$ cat src/rtl/pipeline_debug_ctrl.sv
// Debug/sequencing controller between a UART byte link and the pipeline top.
// Optional RUN watchdog with 8'hEE report prefix when DBG_WATCHDOG_EN is defined.
//
// state    | meaning
// ---------+----------------------------------------------------------
// ST_IDLE  | waiting for a command byte ('L', 'R', 'S', 'D')
// ST_LOAD  | shifting in 4 link bytes (MSB first) of one program word
// ST_WRITE | single cycle: write the word to imem or flag overflow
// ST_RUN   | pipeline enabled until i_halt (or watchdog expiry)
// ST_STEP  | single enabled cycle unless the pipeline is halted
// ST_SEND  | streaming the latched PC/data report, one byte per tx_done
module pipeline_debug_ctrl #(
  parameter int                 INST_SZ    = 32,
  parameter int                 PC_SZ      = 32,
  parameter int                 BYTE_SZ    = 8,
  parameter int                 IMEM_DEPTH = 256,
  parameter logic [INST_SZ-1:0] HALT_WORD  = 32'h0000003F,
  parameter int                 WDT_CYCLES = 1024
) (
  input  logic               i_clk,
  input  logic               i_reset,
  input  logic [BYTE_SZ-1:0] i_rx_data,
  input  logic               i_rx_valid,
  output logic [BYTE_SZ-1:0] o_tx_data,
  output logic               o_tx_start,
  input  logic               i_tx_done,
  output logic               o_write,
  output logic [INST_SZ-1:0] o_instruction,
  output logic               o_enable,
  input  logic [PC_SZ-1:0]   i_pc,
  input  logic [INST_SZ-1:0] i_data,
  input  logic               i_halt,
  output logic               o_busy,
  output logic               o_load_err
);

  typedef enum logic [2:0] {
    ST_IDLE,
    ST_LOAD,
    ST_WRITE,
    ST_RUN,
    ST_STEP,
    ST_SEND
  } state_t;

  localparam int WORD_BYTES = INST_SZ / BYTE_SZ;
  localparam int REP_BYTES  = (PC_SZ + INST_SZ) / BYTE_SZ;
  localparam int REP_W      = PC_SZ + INST_SZ + BYTE_SZ;
  localparam int CNT_W      = $clog2(IMEM_DEPTH + 1);
  localparam int BC_W       = $clog2(REP_BYTES + 2);

  localparam logic [CNT_W-1:0]   DEPTH_C    = CNT_W'(IMEM_DEPTH);
  localparam logic [BC_W-1:0]    WORD_LAST  = BC_W'(WORD_BYTES - 1);
  localparam logic [BC_W-1:0]    REP_LAST   = BC_W'(REP_BYTES - 1);
  localparam logic [BC_W-1:0]    REP_LAST_P = BC_W'(REP_BYTES);
  localparam logic [BYTE_SZ-1:0] CMD_L      = BYTE_SZ'(8'h4C);
  localparam logic [BYTE_SZ-1:0] CMD_R      = BYTE_SZ'(8'h52);
  localparam logic [BYTE_SZ-1:0] CMD_S      = BYTE_SZ'(8'h53);
  localparam logic [BYTE_SZ-1:0] CMD_D      = BYTE_SZ'(8'h44);
  localparam logic [BYTE_SZ-1:0] WDT_MARK   = BYTE_SZ'(8'hEE);

  state_t             r_state;
  logic [INST_SZ-1:0] r_word;
  logic [BC_W-1:0]    r_byte_cnt;
  logic [BC_W-1:0]    r_last;
  logic [CNT_W-1:0]   r_word_cnt;
  logic [REP_W-1:0]   r_rep;

  logic [INST_SZ-1:0] w_word;
  logic               w_room;
  logic               w_wdt_exp;
  logic               w_wdt_take;
  logic [REP_W-1:0]   w_rep_sel;

  assign w_word = {r_word[INST_SZ-BYTE_SZ-1:0], i_rx_data};
  assign w_room = (r_word_cnt < DEPTH_C);

`ifdef DBG_WATCHDOG_EN
  localparam int               WDT_W = $clog2(WDT_CYCLES + 1);
  localparam logic [WDT_W-1:0] WDT_C = WDT_W'(WDT_CYCLES);

  logic [WDT_W-1:0] r_wdt_cnt;

  always_ff @(posedge i_clk or negedge i_reset) begin
    if (!i_reset) begin
      r_wdt_cnt <= '0;
    end else if (r_state != ST_RUN) begin
      r_wdt_cnt <= '0;
    end else if (o_enable) begin
      r_wdt_cnt <= r_wdt_cnt + 1'b1;
    end
  end

  assign w_wdt_exp = (r_state == ST_RUN) && (r_wdt_cnt == WDT_C);
`else
  assign w_wdt_exp = 1'b0;
`endif

  // A halt seen together with expiry is a normal stop, so it wins over the watchdog.
  assign w_wdt_take = (r_state == ST_RUN) && !i_halt && w_wdt_exp;
  assign w_rep_sel  = w_wdt_take ? {WDT_MARK, i_pc, i_data}
                                 : {i_pc, i_data, {BYTE_SZ{1'b0}}};

  // The enable is gated combinationally so a halt stops the pipeline in the cycle it appears.
  assign o_enable = ((r_state == ST_RUN)  && !i_halt && !w_wdt_exp) ||
                    ((r_state == ST_STEP) && !i_halt);
  assign o_busy   = (r_state != ST_IDLE);

  always_ff @(posedge i_clk or negedge i_reset) begin
    if (!i_reset) begin
      r_state       <= ST_IDLE;
      r_word        <= '0;
      r_byte_cnt    <= '0;
      r_last        <= '0;
      r_word_cnt    <= '0;
      r_rep         <= '0;
      o_tx_data     <= '0;
      o_tx_start    <= 1'b0;
      o_write       <= 1'b0;
      o_instruction <= '0;
      o_load_err    <= 1'b0;
    end else begin
      o_tx_start <= 1'b0;
      o_write    <= 1'b0;
      case (r_state)
        ST_IDLE: begin
          if (i_rx_valid) begin
            case (i_rx_data)
              CMD_L: begin
                r_state    <= ST_LOAD;
                r_word_cnt <= '0;
                r_byte_cnt <= '0;
                o_load_err <= 1'b0;
              end
              CMD_R: r_state <= ST_RUN;
              CMD_S: r_state <= ST_STEP;
              CMD_D: begin
                r_state    <= ST_SEND;
                r_byte_cnt <= '0;
                r_last     <= REP_LAST;
                r_rep      <= w_rep_sel << BYTE_SZ;
                o_tx_data  <= w_rep_sel[REP_W-1 -: BYTE_SZ];
                o_tx_start <= 1'b1;
              end
              default: ;
            endcase
          end
        end

        ST_LOAD: begin
          if (i_rx_valid) begin
            r_word <= w_word;
            if (r_byte_cnt == WORD_LAST) begin
              r_byte_cnt <= '0;
              r_state    <= ST_WRITE;
              if (w_room) begin
                o_write       <= 1'b1;
                o_instruction <= w_word;
                r_word_cnt    <= r_word_cnt + 1'b1;
              end else begin
                o_load_err <= 1'b1;
              end
            end else begin
              r_byte_cnt <= r_byte_cnt + 1'b1;
            end
          end
        end

        ST_WRITE: begin
          r_state <= ((r_word == HALT_WORD) || o_load_err) ? ST_IDLE : ST_LOAD;
        end

        ST_RUN, ST_STEP: begin
          if ((r_state == ST_STEP) || i_halt || w_wdt_exp) begin
            r_state    <= ST_SEND;
            r_byte_cnt <= '0;
            r_last     <= w_wdt_take ? REP_LAST_P : REP_LAST;
            r_rep      <= w_rep_sel << BYTE_SZ;
            o_tx_data  <= w_rep_sel[REP_W-1 -: BYTE_SZ];
            o_tx_start <= 1'b1;
          end
        end

        ST_SEND: begin
          if (i_tx_done) begin
            if (r_byte_cnt == r_last) begin
              r_state <= ST_IDLE;
            end else begin
              r_byte_cnt <= r_byte_cnt + 1'b1;
              r_rep      <= r_rep << BYTE_SZ;
              o_tx_data  <= r_rep[REP_W-1 -: BYTE_SZ];
              o_tx_start <= 1'b1;
            end
          end
        end

        default: r_state <= ST_IDLE;
      endcase
    end
  end

endmodule

$ cat config.mk
export PLATFORM = sky130hd
export DESIGN_NAME = pipeline_debug_ctrl
export DESIGN_NICKNAME = d
export VERILOG_FILES = /design/src/rtl/pipeline_debug_ctrl.sv
export SDC_FILE = /design/constraint.sdc
export NUM_CORES = 1
export LEC_CHECK = 0
export CAP_MARGIN = 20
export CORE_MARGIN = 10
export CORE_UTILIZATION = 53
export DETAILED_ROUTE_END_ITERATION = 10
export GPL_ROUTABILITY_DRIVEN = 0
export PLACE_DENSITY = 0.87
export SLEW_MARGIN = 10
export SYNTH_ARGS = -nofsm -noshare
export SYNTH_HDL_FRONTEND = slang
export SYNTH_SLANG_ARGS = --single-unit
$ cat constraint.sdc
create_clock -name i_clk -period 3.4 [get_ports i_clk]
set_input_delay 0.68 -clock i_clk [delete_from_list [all_inputs] [get_ports i_clk]]
set_output_delay 0.68 -clock i_clk [all_outputs]
set_load 0.01 [all_outputs]
==> metrics.csv, run 1 <==
stage,metric,value,unit
grt,grt_pass1_vias,5296,
place,hpwl,10900,um
power,p_sw_share,32.6,%
setup_path,criticalPathCategory,flop to output port,
timing,hold_viol_final,0,
clock_tree,cts-root-buf,clkbuf_16,
power,p_sw,2210,uW
die,ios,122,
clock_tree,path_clk_slew,60,ps
drt,vias,5055,
power,peakVddDrop,0.000462,V
clock_tree,cts.sinks,148,
yosys,synth_edf_count,0,
layout,fin_area,8530,um2
clock_tree,cts_resized,0,
die,dieArea,17200,um2
job,maxCapViolCount,0,
clock_tree,htreeDepth,4,
grt,overflow,0,
yosys,syn_nets,699,
setup_path,cp_common_cell,nor2_1,
status,outcome,completed,
clock_tree,holdBufCountCts,0,
die,rows,40,
clock_tree,cts_setup_buffers,0,
grt,grt.total_usage,19.2,%
power,pwr-share-clk,29.1,%
power,p_leak,0.00428,uW
grt,antenna_found_initial,0,
drt,dr.pass1.iters,8,
layout,antenna_cells,0,
die,fp.dieW,131,um
yosys,yosysSeqAreaShare,56.4,%
clock_tree,clockBufferDepth,2,
setup_path,r2r_slack,960,ps
place,dpl_cell_area,7910,um2
power,p_int,4550,uW
drt,routed_wl,16400,um
die,core-area,12100,um2
hold_path,hold_class,input port to async pin,
timing,period_share,81.8,%
yosys,avgSynthCellArea,10.6,um2
yosys,synth_seq_cells,148,
setup_path,start_kind,flop,
setup_path,critPathBufInv,1,
yosys,synthFlopType,dfrtp_1,
timing,max_freq,0.359,GHz
drt,routed_via_density,5.54,
power,seq_power_share,43.5,%
drt,drc,0,
drt,ant_nets,0,
power,power_density,792,nW/um2
setup_path,max_stage_delay,570,ps
layout,drive_gt1_share,10.6,%
setup_path,worstPathArrival,2100,ps
yosys,async_flop_share,100,%
yosys,netlist_area,6560,um2
layout,seq_area,3700,um2
layout,area_growth,30.1,%
layout,fin_nets,811,
timing,finalSetupTns,0,ps
timing,skew,13.0,ps
drt,wl_per_cell,18.0,um
setup_path,worstPathCellList,"nor2_1, a21oi_1, nor2_1, clkdlybuf4s50_1",
timing,rsz0062_at_grt,false,
die,initial_utilization,54.4,%
timing,tightest_slew,792,ps
layout,post-route-util,70.8,%
clock_tree,clk_latency,430,ps
die,fp.dieH,131,um
drt,drtIter0Drc,491,
setup_path,crit_fanout,17,
grt,grt_max_degree,130,
yosys,syn_inst,620,
timing,min_period,2780,ps
clock_tree,cts_buffers,17,
setup_path,slowest_stage,dfrtp_1,
layout,multi_input_area,2660,um2
timing,setup_violations,0,
layout,n_fill_cell,841,
setup_path,crit_path_end_kind,output port,
setup_path,cp_top_family,flip-flops,
timing,finalMaxSlewViolations,0,
setup_path,crit_required,2720,ps
yosys,synth_cell_type_count,51,
yosys,ys_warn_count,0,
clock_tree,cts_tree,yes,
timing,slew_headroom,47.2,%
place,io_buffers,121,
grt,grt_pass1_wl,27200,um
power,comb_power_share,27.4,%
==> state kept, by name, indices dropped and copies added, names as in the netlist, 3 cells and up <==
signal and flops:
o_instruction 32, o_tx_data 8, r_byte_cnt 4, r_rep 56, r_state 3, r_word 32
r_word_cnt 9
==> power by group through the flow <==
| stage | registers, uW | clock network [uW] | logic (uW) |
|---|---|---|---|
| global placement | 2900 | 0 | 1740 |
| CTS | 2930 | 1990 | 1880 |
| global route | 3020 | 2080 | 2080 |
| finish | 2940 | 1970 | 1850 |
| floorplan | 2840 | 0 | 1110 |
| detailed placement | 2950 | 0 | 1840 |
==> per-layer routing <==
metal / vias to the layer above / track usage [%] / wire length [um]
li1: 2365 / - / -
met1: 2472 / 23.7 / 7080
met2: 194 / 31.2 / 8010
met3: 24 / 6.29 / 1090
met4: 0 / 5.93 / 231
met5: - / 0 / 0
==> logic make-up after synthesis <==
group	after synthesis	synth area share, %
multiplexers	90	14.4
AO/OA/AOI/OAI	92	7.99
flip-flops	148	56.4
adder cells (fa/ha/maj)	2	0.381
AND/OR/NAND/NOR	239	16.8
XOR/XNOR	6	0.801
buffers and inverters	43	3.22
==> through the flow <==
stage | power (uW) | hold WS, ps | setup slack, ps | std cells
detailed placement | 4790 | 467 | 532 | 881
global route | 7180 | 375 | 529 | 913
finish | 6760 | 312 | 617 | 913
floorplan | 3960 | 384 | 1200 | 620
global placement | 4640 | 458 | 620 | 881
CTS | 6800 | 352 | 648 | 913
==> layout by cell type, fill, tap and decap left out, types with 4 or more instances in the layout <==
cell type,count
buf_4,4
bufinv_16,4
clkbuf_16,17
clkdlybuf4s50_1,120
clkinvlp_4,4
dfrtp_1,148
inv_1,8
mux2_2,33
mux2i_1,57
nand2_1,175
nand2b_1,5
nand4_1,8
nor2_1,14
nor4_1,7
o21ai_0,61
o21ai_1,9
xor2_1,6
==> cell type report <==
cell class                      instances  area share [%]
Sequential cell                       148            43.4
Multi-Input combinational cell        429            31.2
Timing Repair Buffer                  128            15.3
Clock buffer                           19            5.19
Tap cell                              168            2.46
Clock inverter                         13            2.14
Inverter                                8           0.352
==> cell usage after synthesis, types with 2 or more instances <==
cell type	instances	area share [%]
buf_6	3	0.51
o21ai_0	61	4.7
a21oi_1	3	0.23
nor4_4	3	0.97
ha_1	2	0.38
xor2_1	6	0.80
o221ai_1	2	0.27
nand2_1	175	10
a31oi_1	3	0.29
a22o_1	2	0.27
buf_2	19	1.4
nor3b_1	2	0.23
nor4_1	7	0.67
o21ai_1	9	0.69
nor2_1	14	0.80
dfrtp_1	148	56
o2bb2ai_1	2	0.27
and3_1	2	0.19
clkbuf_1	12	0.69
nand4_1	8	0.76
mux2i_1	57	8.7
nor3_1	4	0.31
or3_1	2	0.19
inv_1	8	0.46
nand3b_1	2	0.23
mux2_2	33	5.7
nand3_1	3	0.23
nand2b_1	5	0.48
==> worst paths after layout <==
check                                       endpoint              startpoint  cells after the start
max                                         o_enable  r_state[0]$_DFFE_PN0P_                      4
min                         o_tx_data[3]$_DFFE_PN0P_                 i_reset                      1
max reg2reg                r_byte_cnt[3]$_DFFE_PN0P_  r_state[0]$_DFFE_PN0P_                      5
min reg2reg                    r_rep[19]$_DFFE_PN0P_   r_rep[19]$_DFFE_PN0P_                      2
max in group asynchronous     r_word[23]$_DFFE_PN0P_                 i_reset                      2
min in group i_clk             r_rep[19]$_DFFE_PN0P_   r_rep[19]$_DFFE_PN0P_                      2
(Power assumes the default switching activity.)
==> inputs of run 2 (changes only) <==
CORE_UTILIZATION = 47   (was 53)
PLACE_DENSITY = 0.82   (was 0.87)
clock period = 2.55 ns   (was 3.4 ns; I/O delays follow)
==> run 2 against run 1 <==
  * Core utilization down 7.7 points
  * Global-route usage fell by 2.0 points
  * Power rose by 33%
  * Final area increased by 1.7%
  * Die area is 11% higher
  * Clock power rose by 29%
  * Via count down 0.97%
  * Sequential share of layout area fell by 0.71 points
  * Clock skew shrank 7.2 ps
  * Count of clock-buffer cells in the layout increased by 5
  * Flip-flop and latch count stayed put
  * First-iteration DRC count decreased by 27%
==> metrics.csv, run 2 (same netlist as run 1, synthesis figures left out) <==
stage,metric,value,unit,change
clock_tree,cts_resized,0,,unchanged
die,core-area,13800,um2,+14%
clock_tree,cts-root-buf,clkbuf_16,,
timing,setup_violations,0,,unchanged
place,placedCellCount,908,,+3.1%
layout,fin_cells,939,,+2.8%
place,hpwl,11300,um,+3.6%
setup_path,cp_common_cell,nor2_1,,
grt,grt_pass1_vias,5314,,+0.34%
setup_path,criticalPathCategory,flop to output port,,
layout,fin_nets,826,,+1.8%
grt,grt_pass1_wl,27200,um,about the same
drt,top_layer_used,met4,,
clock_tree,cts_setup_buffers,0,,unchanged
die,initial_utilization,47.6,%,-6.8 points
setup_path,critPathBufInv,1,,unchanged
timing,rsz0062_at_grt,false,,
drt,vias,5006,,-0.97%
drt,ant_nets,0,,unchanged
setup_path,r2r_slack,350,ps,-610 ps
clock_tree,cts.sinks,148,,unchanged
clock_tree,htreeDepth,4,,unchanged
layout,reg_top3,"r_rep x56, o_instruction x32, r_word x32",,
setup_path,worstPathArrival,1930,ps,-170 ps
drt,wl_met2,7880,um,-1.6%
drt,wl_per_cell,17.4,um,-3.0%
power,pwr-share-clk,28.2,%,-0.9 points
clock_tree,holdBufCountCts,0,,unchanged
die,fp.dieW,138,um,+5.2%
drt,wl_met3,1060,um,-3.6%
die,fp.dieH,138,um,+5.2%
layout,top_register,r_rep,,
power,p_int,6090,uW,+34%
place,dpl_cell_area,8060,um2,+1.9%
clock_tree,cts_buffers,17,,unchanged
power,peakVddDrop,0.000505,V,+9.4%
setup_path,rr_startpoint,r_byte_cnt[0]$_DFFE_PN0P_,,
setup_path,r2r_end,r_rep[42]$_DFFE_PN0P_,,
layout,fin_area,8680,um2,+1.7%
power,fin_total_pwr,8990,uW,+33%
drt,dr.pass1.iters,4,,-4
die,ios,122,,unchanged
timing,tightest_slew,658,ps,-134 ps
layout,largest_register_ffs,56,,unchanged
timing,skew,5.74,ps,-7.24 ps
drt,routed_wl,16400,um,-0.26%
power,p_leak,0.00436,uW,+1.9%
timing,slew_headroom,56.1,%,+8.9 points
setup_path,crit_fanout,17,,unchanged
layout,n_fill_cell,1092,,+30%
hold_path,hold_class,input port to async pin,,
drt,drc,0,,unchanged
setup_path,cp_top_family,buffers and inverters,,
layout,area_growth,32.3,%,
clock_tree,clockBufferDepth,2,,unchanged
drt,wl_met1,7120,um,+0.66%
setup_path,crit_required,2040,ps,-680 ps
layout,drive_gt1_share,12.5,%,+1.9 points
power,p_sw,2890,uW,+31%
clock_tree,path_clk_slew,60,ps,about the same
place,io_buffers,121,,unchanged
grt,grt_max_degree,73,,-44%
setup_path,start_kind,flop,,
status,outcome,completed,,
timing,finalMaxSlewViolations,0,,unchanged
timing,period_share,95.6,%,
power,p_sw_share,32.2,%,-0.46 points
grt,overflow,0,,unchanged
layout,final_common_cell,nand2_1,,
power,comb_power_share,28.5,%,+1.1 points
grt,grt.total_usage,17.2,%,-2.0 points
clock_tree,clk_latency,420,ps,about the same
grt,antenna_found_initial,0,,unchanged
die,rows,43,,+7.5%
layout,antenna_cells,0,,unchanged
timing,min_period,2440,ps,
setup_path,max_stage_delay,540,ps,-30 ps
setup_path,reg2reg_depth,5,,unchanged
power,seq_power_share,43.2,%,-0.3 points
job,maxCapViolCount,0,,unchanged
timing,max_freq,0.410,GHz,
drt,drtIter0Drc,360,,-27%
setup_path,slowest_stage,clkdlybuf4s50_1,,
setup_path,worstPathCellList,"nor2_1, a21oi_1, nor2_1, clkdlybuf4s50_1",,
layout,most-common-layout-cells,"175 x nand2_1, 147 x dfrtp_1, 120 x clkdlybuf4s50_1",,
clock_tree,cts_tree,yes,,
power,power_density,1040,nW/um2,+31%
setup_path,crit_path_end_kind,output port,,
drt,routed_via_density,5.33,,-3.7%
timing,hold_viol_final,0,,unchanged
die,dieArea,19100,um2,+11%
run 2: stage by stage:
step	TNS (ps)	worst slack (ps)	utilization [%]	hold slack, ps
finish	0	112	63.0	93.7
global route	0	6.90	63.0	148
CTS	0	2.37	63.0	121
detailed placement	-76.9	-51.6	58.5	470
global placement	0	58.7	58.5	458
floorplan	0	516	-	214
run 2: worst max path at each step:
stage / cells after the start / end / slack (ps) / from
after floorplan: 8 / r_rep[66]$_DFFE_PN0P_ / 520 / i_rx_data[1]
after global placement: 7 / r_byte_cnt[3]$_DFFE_PN0P_ / 60 / i_rx_data[1]
after detailed placement: 6 / r_byte_cnt[3]$_DFFE_PN0P_ / -50 / i_rx_data[6]
after CTS: 4 / o_enable / 2 / r_state[1]$_DFFE_PN0P_
after global routing: 4 / o_enable / 7 / r_state[1]$_DFFE_PN0P_
final: 4 / o_enable / 110 / r_state[1]$_DFFE_PN0P_
run 2: worst register-to-register path, stage by stage (launching register included):
cell and delay (ps):
dfrtp_1 450, nor4_1 370, o21ai_0 230, a311oi_4 560, buf_12 280, o21ai_0 170
run 2: layer usage:
layer,track usage [%],up-vias
li1,-,2385
met1,21.3,2419
met2,27.0,176
met3,6.06,26
met4,6.55,0
met5,0,-
run 2: final cells by class:
| class | count | area, um2 | area share [%] |
|---|---|---|---|
| clock buffer | 24 | 522 | 6.01 |
| sequential | 148 | 3700 | 42.7 |
| clock inverter | 7 | 93.8 | 1.08 |
| inverter | 8 | 30.0 | 0.346 |
| multi-input combinational | 429 | 2660 | 30.7 |
| timing repair buffer | 143 | 1440 | 16.6 |
| tap | 180 | 225 | 2.60 |
run 2: power by group through the flow:
stage / logic [uW] / registers, uW / clock network (uW)
floorplan: 1480 / 3790 / 0
global placement: 2450 / 3840 / 0
detailed placement: 2560 / 3900 / 0
CTS: 2610 / 3880 / 2580
global route: 2880 / 4000 / 2690
finish: 2560 / 3890 / 2540
